## config.mk

```make
export PLATFORM = sky130hd
export DESIGN_NAME = cam_capture_ctrl
export DESIGN_NICKNAME = d
export VERILOG_FILES = /design/src/rtl/cam_capture_ctrl.sv
export SDC_FILE = /design/constraint.sdc
export NUM_CORES = 1
export LEC_CHECK = 0
export CAP_MARGIN = 5
export CORE_ASPECT_RATIO = 1.2
export CORE_MARGIN = 2
export CORE_UTILIZATION = 39
export CTS_BUF_LIST = sky130_fd_sc_hd__clkbuf_2 sky130_fd_sc_hd__clkbuf_4 sky130_fd_sc_hd__clkbuf_8
export DETAILED_ROUTE_END_ITERATION = 8
export SLEW_MARGIN = 30
export SYNTH_ARGS = -nofsm -noshare
export SYNTH_HDL_FRONTEND = slang
export SYNTH_SLANG_ARGS = --single-unit
```

## constraint.sdc

```tcl
create_clock -name CLOCK -period 2.3 [get_ports CLOCK]
set_input_delay 0.46 -clock CLOCK [delete_from_list [all_inputs] [get_ports CLOCK]]
set_output_delay 0.46 -clock CLOCK [all_outputs]
set_load 0.1 [all_outputs]
```

## src/rtl/cam_capture_ctrl.sv

```systemverilog
// Camera capture front end: samples an OV7670-style bus, decodes RGB565/555/444/Y to RGB332,
// decimates/crops and emits linear frame-RAM writes. Build macro CAPTURE_TESTPAT_EN adds colour-bar TEST_MODE.
module cam_capture_ctrl #(
  parameter int unsigned FRAME_W     = 176,
  parameter int unsigned FRAME_H     = 144,
  parameter int unsigned DECIM_X     = 1,
  parameter int unsigned DECIM_Y     = 1,
  parameter int unsigned ADDR_W      = 15,
  parameter int unsigned SYNC_STAGES = 2
) (
  input  logic              CLOCK,
  input  logic              RESET,
  input  logic              CAM_PCLK,
  input  logic              CAM_HREF,
  input  logic              CAM_VSYNC,
  input  logic [7:0]        CAM_DATA,
  input  logic [1:0]        MODE,
  input  logic              ENABLE,
`ifdef CAPTURE_TESTPAT_EN
  input  logic              TEST_MODE,
`endif
  output logic              WR_EN,
  output logic [ADDR_W-1:0] WR_ADDR,
  output logic [7:0]        WR_DATA,
  output logic              FRAME_DONE,
  output logic [7:0]        FRAME_CNT,
  output logic              LINE_ERR,
  output logic              BUSY
);

  localparam int unsigned LINE_PIX = FRAME_W * DECIM_X;
  localparam int unsigned PIX_W    = $clog2(LINE_PIX + 1);
  localparam int unsigned X_W      = $clog2(FRAME_W + 1);
  localparam int unsigned Y_W      = $clog2(FRAME_H + 1);
  localparam int unsigned DX_W     = (DECIM_X > 1) ? $clog2(DECIM_X) : 1;
  localparam int unsigned DY_W     = (DECIM_Y > 1) ? $clog2(DECIM_Y) : 1;

  localparam logic [PIX_W-1:0]  LINE_PIX_C = PIX_W'(LINE_PIX);
  localparam logic [X_W-1:0]    FRAME_W_C  = X_W'(FRAME_W);
  localparam logic [Y_W-1:0]    FRAME_H_C  = Y_W'(FRAME_H);
  localparam logic [ADDR_W-1:0] ROW_STEP   = ADDR_W'(FRAME_W);
  localparam logic [DX_W-1:0]   DX_RELOAD  = DX_W'(DECIM_X - 1);
  localparam logic [DY_W-1:0]   DY_RELOAD  = DY_W'(DECIM_Y - 1);

  localparam logic [1:0] MODE_565 = 2'b00;
  localparam logic [1:0] MODE_555 = 2'b01;
  localparam logic [1:0] MODE_444 = 2'b10;

  typedef enum logic [1:0] {S_IDLE, S_LINE_WAIT, S_LINE, S_FRAME_END} state_t;

  state_t state, state_next;

  logic [SYNC_STAGES-1:0] pclk_sr, href_sr, vsync_sr;
  logic [7:0]             data_sr [SYNC_STAGES];
  logic                   pclk_prev, href_prev, vsync_prev;

  logic [1:0]        mode_q;
  logic              phase;
  logic [7:0]        hi_byte;
  logic [PIX_W-1:0]  pix_cnt;
  logic [DX_W-1:0]   x_dec;
  logic [DY_W-1:0]   y_dec;
  logic [X_W-1:0]    out_x;
  logic [Y_W-1:0]    out_y;
  logic [ADDR_W-1:0] line_base;

  logic       pclk_rise, href_cur, href_rise, href_fall, vsync_rise, vsync_fall;
  logic [7:0] data_cur;
  logic       frame_start, line_start, line_end, byte_take, pix_done;
  logic       line_full, line_kept, keep;
  logic [7:0] cam_rgb, pix_data;

  // Input synchronisers plus one history flop per control line for edge detection
  always_ff @(posedge CLOCK) begin
    if (RESET) begin
      pclk_sr    <= '0;
      href_sr    <= '0;
      vsync_sr   <= '0;
      pclk_prev  <= 1'b0;
      href_prev  <= 1'b0;
      vsync_prev <= 1'b0;
      for (int i = 0; i < SYNC_STAGES; i++) data_sr[i] <= 8'h00;
    end else begin
      pclk_sr    <= {pclk_sr[SYNC_STAGES-2:0], CAM_PCLK};
      href_sr    <= {href_sr[SYNC_STAGES-2:0], CAM_HREF};
      vsync_sr   <= {vsync_sr[SYNC_STAGES-2:0], CAM_VSYNC};
      pclk_prev  <= pclk_sr[SYNC_STAGES-1];
      href_prev  <= href_sr[SYNC_STAGES-1];
      vsync_prev <= vsync_sr[SYNC_STAGES-1];
      data_sr[0] <= CAM_DATA;
      for (int i = 1; i < SYNC_STAGES; i++) data_sr[i] <= data_sr[i-1];
    end
  end

  assign href_cur   = href_sr[SYNC_STAGES-1];
  assign data_cur   = data_sr[SYNC_STAGES-1];
  assign pclk_rise  = pclk_sr[SYNC_STAGES-1] & ~pclk_prev;
  assign href_rise  = href_cur & ~href_prev;
  assign href_fall  = ~href_cur & href_prev;
  assign vsync_rise = vsync_sr[SYNC_STAGES-1] & ~vsync_prev;
  assign vsync_fall = ~vsync_sr[SYNC_STAGES-1] & vsync_prev;

  always_ff @(posedge CLOCK) begin
    if (RESET) state <= S_IDLE;
    else       state <= state_next;
  end

  always_comb begin
    state_next = state;
    case (state)
      S_IDLE:      if (vsync_fall && ENABLE) state_next = S_LINE_WAIT;
      S_LINE_WAIT: begin
        if (vsync_rise)     state_next = S_FRAME_END;
        else if (href_rise) state_next = S_LINE;
      end
      S_LINE:      if (href_fall) state_next = S_LINE_WAIT;
      S_FRAME_END: state_next = S_IDLE;
      default:     state_next = S_IDLE;
    endcase
  end

  assign frame_start = (state == S_IDLE) && (state_next == S_LINE_WAIT);
  assign line_start  = (state == S_LINE_WAIT) && (state_next == S_LINE);
  assign line_end    = (state == S_LINE) && href_fall;
  assign byte_take   = (state == S_LINE) && href_cur && pclk_rise;
  assign pix_done    = byte_take && phase;
  assign line_full   = (pix_cnt >= LINE_PIX_C);
  assign line_kept   = (y_dec == '0) && (out_y < FRAME_H_C);
  assign keep        = pix_done && !line_full && (x_dec == '0) && line_kept && (out_x < FRAME_W_C);

  function automatic logic [7:0] to_rgb332(input logic [1:0] mode, input logic [7:0] hi,
                                           input logic [7:0] lo);
    case (mode)
      MODE_565: to_rgb332 = {hi[7:5], hi[2:0], lo[4:3]};
      MODE_555: to_rgb332 = {hi[6:4], hi[1:0], lo[7], lo[4:3]};
      MODE_444: to_rgb332 = {hi[3:1], lo[7:5], lo[3:2]};
      default:  to_rgb332 = {hi[7:5], hi[7:5], hi[7:6]};
    endcase
  endfunction

  assign cam_rgb = to_rgb332(mode_q, hi_byte, data_cur);

`ifdef CAPTURE_TESTPAT_EN
  localparam int unsigned BAR_W  = (FRAME_W >= 8) ? FRAME_W / 8 : 1;
  localparam int unsigned BAR_CW = (BAR_W > 1) ? $clog2(BAR_W) : 1;
  localparam logic [BAR_CW-1:0] BAR_LAST = BAR_CW'(BAR_W - 1);

  logic              test_q;
  logic [2:0]        bar_idx;
  logic [BAR_CW-1:0] bar_pos;

  function automatic logic [7:0] bar_color(input logic [2:0] idx);
    case (idx)
      3'd0:    bar_color = 8'hFF;
      3'd1:    bar_color = 8'hFC;
      3'd2:    bar_color = 8'h1F;
      3'd3:    bar_color = 8'h1C;
      3'd4:    bar_color = 8'hE3;
      3'd5:    bar_color = 8'hE0;
      3'd6:    bar_color = 8'h03;
      default: bar_color = 8'h00;
    endcase
  endfunction

  // Bar position follows kept output columns; a remainder past the eighth bar stays black
  always_ff @(posedge CLOCK) begin
    if (RESET) begin
      test_q  <= 1'b0;
      bar_idx <= 3'd0;
      bar_pos <= '0;
    end else begin
      if (frame_start) test_q <= TEST_MODE;
      if (line_start) begin
        bar_idx <= 3'd0;
        bar_pos <= '0;
      end else if (keep) begin
        if (bar_pos == BAR_LAST) begin
          bar_pos <= '0;
          if (bar_idx != 3'd7) bar_idx <= bar_idx + 3'd1;
        end else begin
          bar_pos <= bar_pos + BAR_CW'(1);
        end
      end
    end
  end

  assign pix_data = test_q ? bar_color(bar_idx) : cam_rgb;
`else
  assign pix_data = cam_rgb;
`endif

  // Byte assembly, decimation/crop counters and registered outputs
  always_ff @(posedge CLOCK) begin
    if (RESET) begin
      mode_q     <= 2'b00;
      phase      <= 1'b0;
      hi_byte    <= 8'h00;
      pix_cnt    <= '0;
      x_dec      <= '0;
      y_dec      <= '0;
      out_x      <= '0;
      out_y      <= '0;
      line_base  <= '0;
      WR_EN      <= 1'b0;
      WR_ADDR    <= '0;
      WR_DATA    <= 8'h00;
      FRAME_DONE <= 1'b0;
      FRAME_CNT  <= 8'h00;
      LINE_ERR   <= 1'b0;
      BUSY       <= 1'b0;
    end else begin
      WR_EN      <= keep;
      FRAME_DONE <= (state_next == S_FRAME_END);
      BUSY       <= (state_next != S_IDLE);
      if (state_next == S_FRAME_END) FRAME_CNT <= FRAME_CNT + 8'd1;

      if (frame_start) begin
        mode_q    <= MODE;
        out_y     <= '0;
        y_dec     <= '0;
        line_base <= '0;
      end

      if (line_start) begin
        phase   <= 1'b0;
        pix_cnt <= '0;
        x_dec   <= '0;
        out_x   <= '0;
      end

      if (byte_take) begin
        phase <= ~phase;
        if (!phase) begin
          hi_byte <= data_cur;
        end else if (!line_full) begin
          pix_cnt <= pix_cnt + PIX_W'(1);
          x_dec   <= (x_dec == '0) ? DX_RELOAD : x_dec - DX_W'(1);
        end
      end

      if (pix_done && line_full) LINE_ERR <= 1'b1;

      if (keep) begin
        WR_ADDR <= line_base + ADDR_W'(out_x);
        WR_DATA <= pix_data;
        out_x   <= out_x + X_W'(1);
      end

      // Odd byte count leaves phase at 1 when HREF drops
      if (line_end) begin
        if (phase) LINE_ERR <= 1'b1;
        y_dec <= (y_dec == '0) ? DY_RELOAD : y_dec - DY_W'(1);
        if (line_kept) begin
          out_y     <= out_y + Y_W'(1);
          line_base <= line_base + ROW_STEP;
        end
      end
    end
  end

endmodule

```

Yosys cells after proc, flatten, opt, wreduce, memory -nomap -nowiden:

Memories as Yosys holds them, arrays and structs flattened.
Cells that the tools add are included.

* bits in registers: 98
* RAM bits: 16
* bits of input ports: 16
* output and inout port bits: 35
* word-level logic and storage cells: 115
* memories kept: 1

Memories
* data_sr: depth 2, width 8, rd ports 2, clocked after Yosys merged registers in 0, wr ports 2, line 54 `logic [7:0] data_sr [SYNC_STAGES];`

* add/sub/neg operators: 8
* order comparisons: 3
* equality and inequality tests: 8
* mux-type cells: 36
* bitwise logic cells: 15
* reductions and logical operators: 21

Operators by type and width (count)
* 8-bit two-way mux: 11
* 15-bit two-way mux: 3
* 8-bit by 1-bit adder with 8-bit output, second input constant: 4
* 8-bit case mux with 3 select lines: 1
* 8-bit less-than comparator, second input constant: 2
* 1-bit two-way mux: 16
* 15-bit by 8-bit adder with 15-bit output: 1
* 15-bit by 8-bit adder with 15-bit output, second input constant: 1
* 1-bit logical AND: 13
* 2-bit equality test, second input constant: 5
* 8-bit >= comparator, second input constant: 1
* 2-bit two-way mux: 4
* 1-bit NOT: 8
* 2-bit case mux with 4 select lines: 1
* 2-bit nonzero test: 4
* 2-bit by 1-bit equality test with 1-bit output, second input constant: 3
* 1-bit bitwise AND: 5
* 2-bit logical NOT: 2
* 1-bit bitwise OR: 2
* 2-bit AND reduction: 1
* 1-bit subtractor, second input constant: 2
* 1-bit logical NOT: 1

Logic depth before layout (Yosys ltp):

* depth in word-level cells: 11
* depth in mapped cells: 7
* depth with buffers taken out: 7

Least setup slack after synthesis:

No wires, ideal clock.

* path kind: reg2reg
* start point: reg FRAME_CNT[0]
* end point: reg FRAME_CNT[7]
* library setup time: 0.070 ns
* arrival: 1.985 ns
* data required time: 2.230 ns
* slack: 0.245 ns
* cell stages (with the launch flop): 5
* path buffers: 0
* period minus slack after synthesis: 2.055 ns
* cell sequence: dfxtp_1 > nand4_1 > or2_1 > or3_1 > a21oi_1

* longest elaborated chain between the ends: 1

Ends and longest elaborated chain
* from (decl): line 26 `output logic [7:0] FRAME_CNT,`
* from (signal assigned): line 215 `if (state_next == S_FRAME_END) FRAME_CNT <= FRAME_CNT + 8'd1;`
* 8-bit by 1-bit adder with 8-bit output: line 215

No other way between the ends.
A chain may end at the register's enable or synchronous reset.

Worst setup path after layout:

* start point: reg out_x[0]
* end point: reg WR_ADDR[8]

* longest elaborated chain between the ends: 2
* elaborated cells on any way between the ends: 3
* those cells by class: add/sub (1); order compare (1); reduce/logical (1)

Ends and longest elaborated chain
* from (decl): line 63 `logic [X_W-1:0] out_x;`
* from (signal assigned): line 246 `out_x <= out_x + X_W'(1);`
* branches (longest 2 deep; another with 15-bit by 8-bit adder with 15-bit output)
* to (signal assigned): line 244 `WR_ADDR <= line_base + ADDR_W'(out_x);`
* to (decl): line 23 `output logic [ADDR_W-1:0] WR_ADDR,`

Parallel ways; which one is timed is not known.

==> results.json <==
{
  "worstHoldStart": "data_sr[0][5]$_SDFF_PP0_",
  "crit_arrival_ns": 2.53,
  "dp.cells": 736,
  "via_count": 3945,
  "holdBufCountCts": 0,
  "ys_ff_latch": 113,
  "crit_fanout": 4,
  "htree_levels": 4,
  "drc_errors": 0,
  "place_ws_ns": 0.265,
  "fin_util": 0.489,
  "reg2reg_depth": 7,
  "drt-wirelength-per-cell_microns": 13.6,
  "synthTopCellsByArea": "dfxtp_1 (47%), nor2_1 (5.0%), a21oi_1 (4.4%)",
  "holdPathEnd": "data_sr[0][13]$_SDFF_PP0_",
  "grt_pass1_vias": 3740,
  "first_pass_iters": 4,
  "leakagePower_nw": 2.34,
  "synth-async-reset-ratio": 0,
  "dp_hpwl_microns": 7380,
  "place_area_sq_mm": 0.00546,
  "cts_tree": "yes",
  "die_y_microns": 126,
  "power_mw": 4.21,
  "clockRootBuffer": "clkbuf_8",
  "worstMarginPinSlew_ns": 0.568,
  "post-synth-top-area-cell": "dfxtp_1",
  "synthTopCellsByCount": "dfxtp_1 (113), nor2_1 (64), nand2_1 (48)",
  "yosysTopAreaCellShare": 0.467,
  "largest_reg_flops": 16,
  "fin_area_sq_mm": 0.00592,
  "wirelength_microns": 10500,
  "synth_nets": 573,
  "startpoint_type": "flop",
  "maxCapViolCount": 0,
  "setup_viol": 0,
  "reg2reg_slack_ns": 0.13,
  "syn_inst": 542,
  "min_period_ns": 2.17,
  "syn2layout_area_growth_pct": 22.2,
  "rsz0062_at_grt": "no",
  "r2r-end": "WR_ADDR[8]$_SDFFE_PP0P_",
  "setup_tns_ns": 0,
  "portBuffers": 50,
  "layout.nets": 625,
  "r2r-start": "out_x[0]$_SDFFE_PP0P_",
  "netlist_area_sq_mm": 0.00484,
  "synth_flop_cell": "dfxtp_1",
  "avgSynthCellArea_sq_um": 8.94,
  "ys_seq_area_frac": 0.467,
  "reg_top3": "data_sr (16), WR_ADDR (15), line_base (15)",
  "irDropWorstVdd_mv": 0.398,
  "row_count": 44,
  "grt_first_pass_wirelength_microns": 17500,
  "outcome": "finished clean",
  "largest-register": "data_sr",
  "cts_inserted_buffers": 17,
  "synth_edf_count": 0,
  "crit_required_ns": 2.65,
  "min_path_cells": 1,
  "synthMostInstantiatedCell": "dfxtp_1",
  "die_w_microns": 106,
  "routed_via_density": 5.14,
  "fmax_ghz": 0.460,
  "ys_types": 47,
  "yosysWarningCount": 0,
  "place.gp.congestion": 0.792,
  "grt_max_degree": 43,
  "finalMaxSlewViolations": 0,
  "core_area_sq_mm": 0.0121,
  "fin_crit_sh": 0.945,
  "drtAntennaViolNets": 0,
  "fin_hold_ws_ns": 0.433,
  "antenna_found_initial": 0,
  "worstSetupPathType": "flop to flop",
  "end_kind": "flop",
  "hp-class": "flop to flop",
  "skew_ns": 0.0116,
  "cts_buffer_depth": 2,
  "power_density_mw_per_mm2": 711,
  "n_antenna_cell": 0,
  "post_cts_resized": 0,
  "layout-drive-gt1-share": 0.147,
  "die_area_sq_mm": 0.0133,
  "first_iter_violations": 125,
  "clkTransAtPathRegs_ns": 0.07,
  "initial_core_util": 0.400,
  "hold_viol_final": 0,
  "cts_setup_buffers": 0,
  "clock_sinks": 113,
  "clock_latency_ns": 0.42,
  "pin_count": 51,
  "grt_overflow_total": 0,
  "grtUsageTotal": 0.165,
  "worst_slack_ns": 0.126,
  "slew_headroom": 0.619,
  "fin_cells": 768
}
[worst max-delay path, cell delays in order (launching register included)]
cell	delay, ns
dfxtp_1	0.34
ha_1	0.25
fa_1	0.43
a211oi_1	0.34
o21ai_0	0.21
a31oi_1	0.29
nand4b_1	0.13
o211ai_1	0.10
[layout make-up]
cell class                      instances  area [sq um]
Clock inverter                          9           151
Fill cell                            1187          6190
Sequential cell                       113          2260
Inverter                                6          22.5
Multi-Input combinational cell        393          2440
Clock buffer                           23           310
Timing Repair Buffer                   63           531
Tap cell                              161           201
[cell usage in the layout, fill, tap and decap left out, types with 6 or more instances in the layout]
master and n:
a211oi_1 12, a21oi_1 43, and2_1 7, buf_4 46, clkbuf_8 22, clkdlybuf4s50_1 14, dfxtp_1 113, ha_1 14
inv_1 6, mux2i_1 12, nand2_1 48, nand2b_1 7, nand3_1 10, nand4_1 10, nor2_1 63, nor2b_1 29
nor3_1 11, o211ai_1 9, o21ai_0 21, or3_1 13, xnor2_1 12, xor2_1 15
[power breakdown]
part	total [mW]	internal (mW)	switching (mW)	leakage, nW
combinational	0.0971	0.0471	0.0501	1.19
clock	2.12	1.33	0.789	0.235
sequential	1.99	1.98	0.00950	0.915
total	4.21	3.36	0.848	2.34
[per-layer routing]
metal | vias to the layer above | part of all wire | track usage
li1 | 1993 | - | -
met1 | 1887 | 0.44 | 0.192
met2 | 52 | 0.52 | 0.284
met3 | 13 | 0.029 | 0.0559
met4 | 0 | 0.013 | 0.0550
met5 | - | 0 | 0
[worst max-delay path by stage]
stage / start / cells past startpoint / endpoint / slack (ns)
after detailed placement: out_y[4]$_SDFF_PP0_ / 6 / out_x[3]$_SDFFE_PP0P_ / 0.26
after global placement: out_x[0]$_SDFFE_PP0P_ / 7 / WR_ADDR[8]$_SDFFE_PP0P_ / 0.29
final: out_x[0]$_SDFFE_PP0P_ / 7 / WR_ADDR[8]$_SDFFE_PP0P_ / 0.13
after floorplan: FRAME_CNT[0]$_SDFFE_PP0P_ / 4 / FRAME_CNT[7]$_SDFFE_PP0P_ / 0.24
after CTS: out_y[4]$_SDFF_PP0_ / 6 / out_x[3]$_SDFFE_PP0P_ / 0.22
after global routing: out_x[0]$_SDFFE_PP0P_ / 7 / WR_ADDR[8]$_SDFFE_PP0P_ / 0.02
[cell families (layout without fill, tap and decap cells)]
group           Yosys count  in the layout  share of synthesized area
compound gates          110            110                      0.138
xor+xnor                 27             27                     0.0488
fa+ha+maj                15             15                     0.0403
buf+inv                  36            101                     0.0297
flops                   113            113                      0.467
mux                      16             16                     0.0411
simple gates            225            225                      0.235
Power figures use the tool's default switching activity.
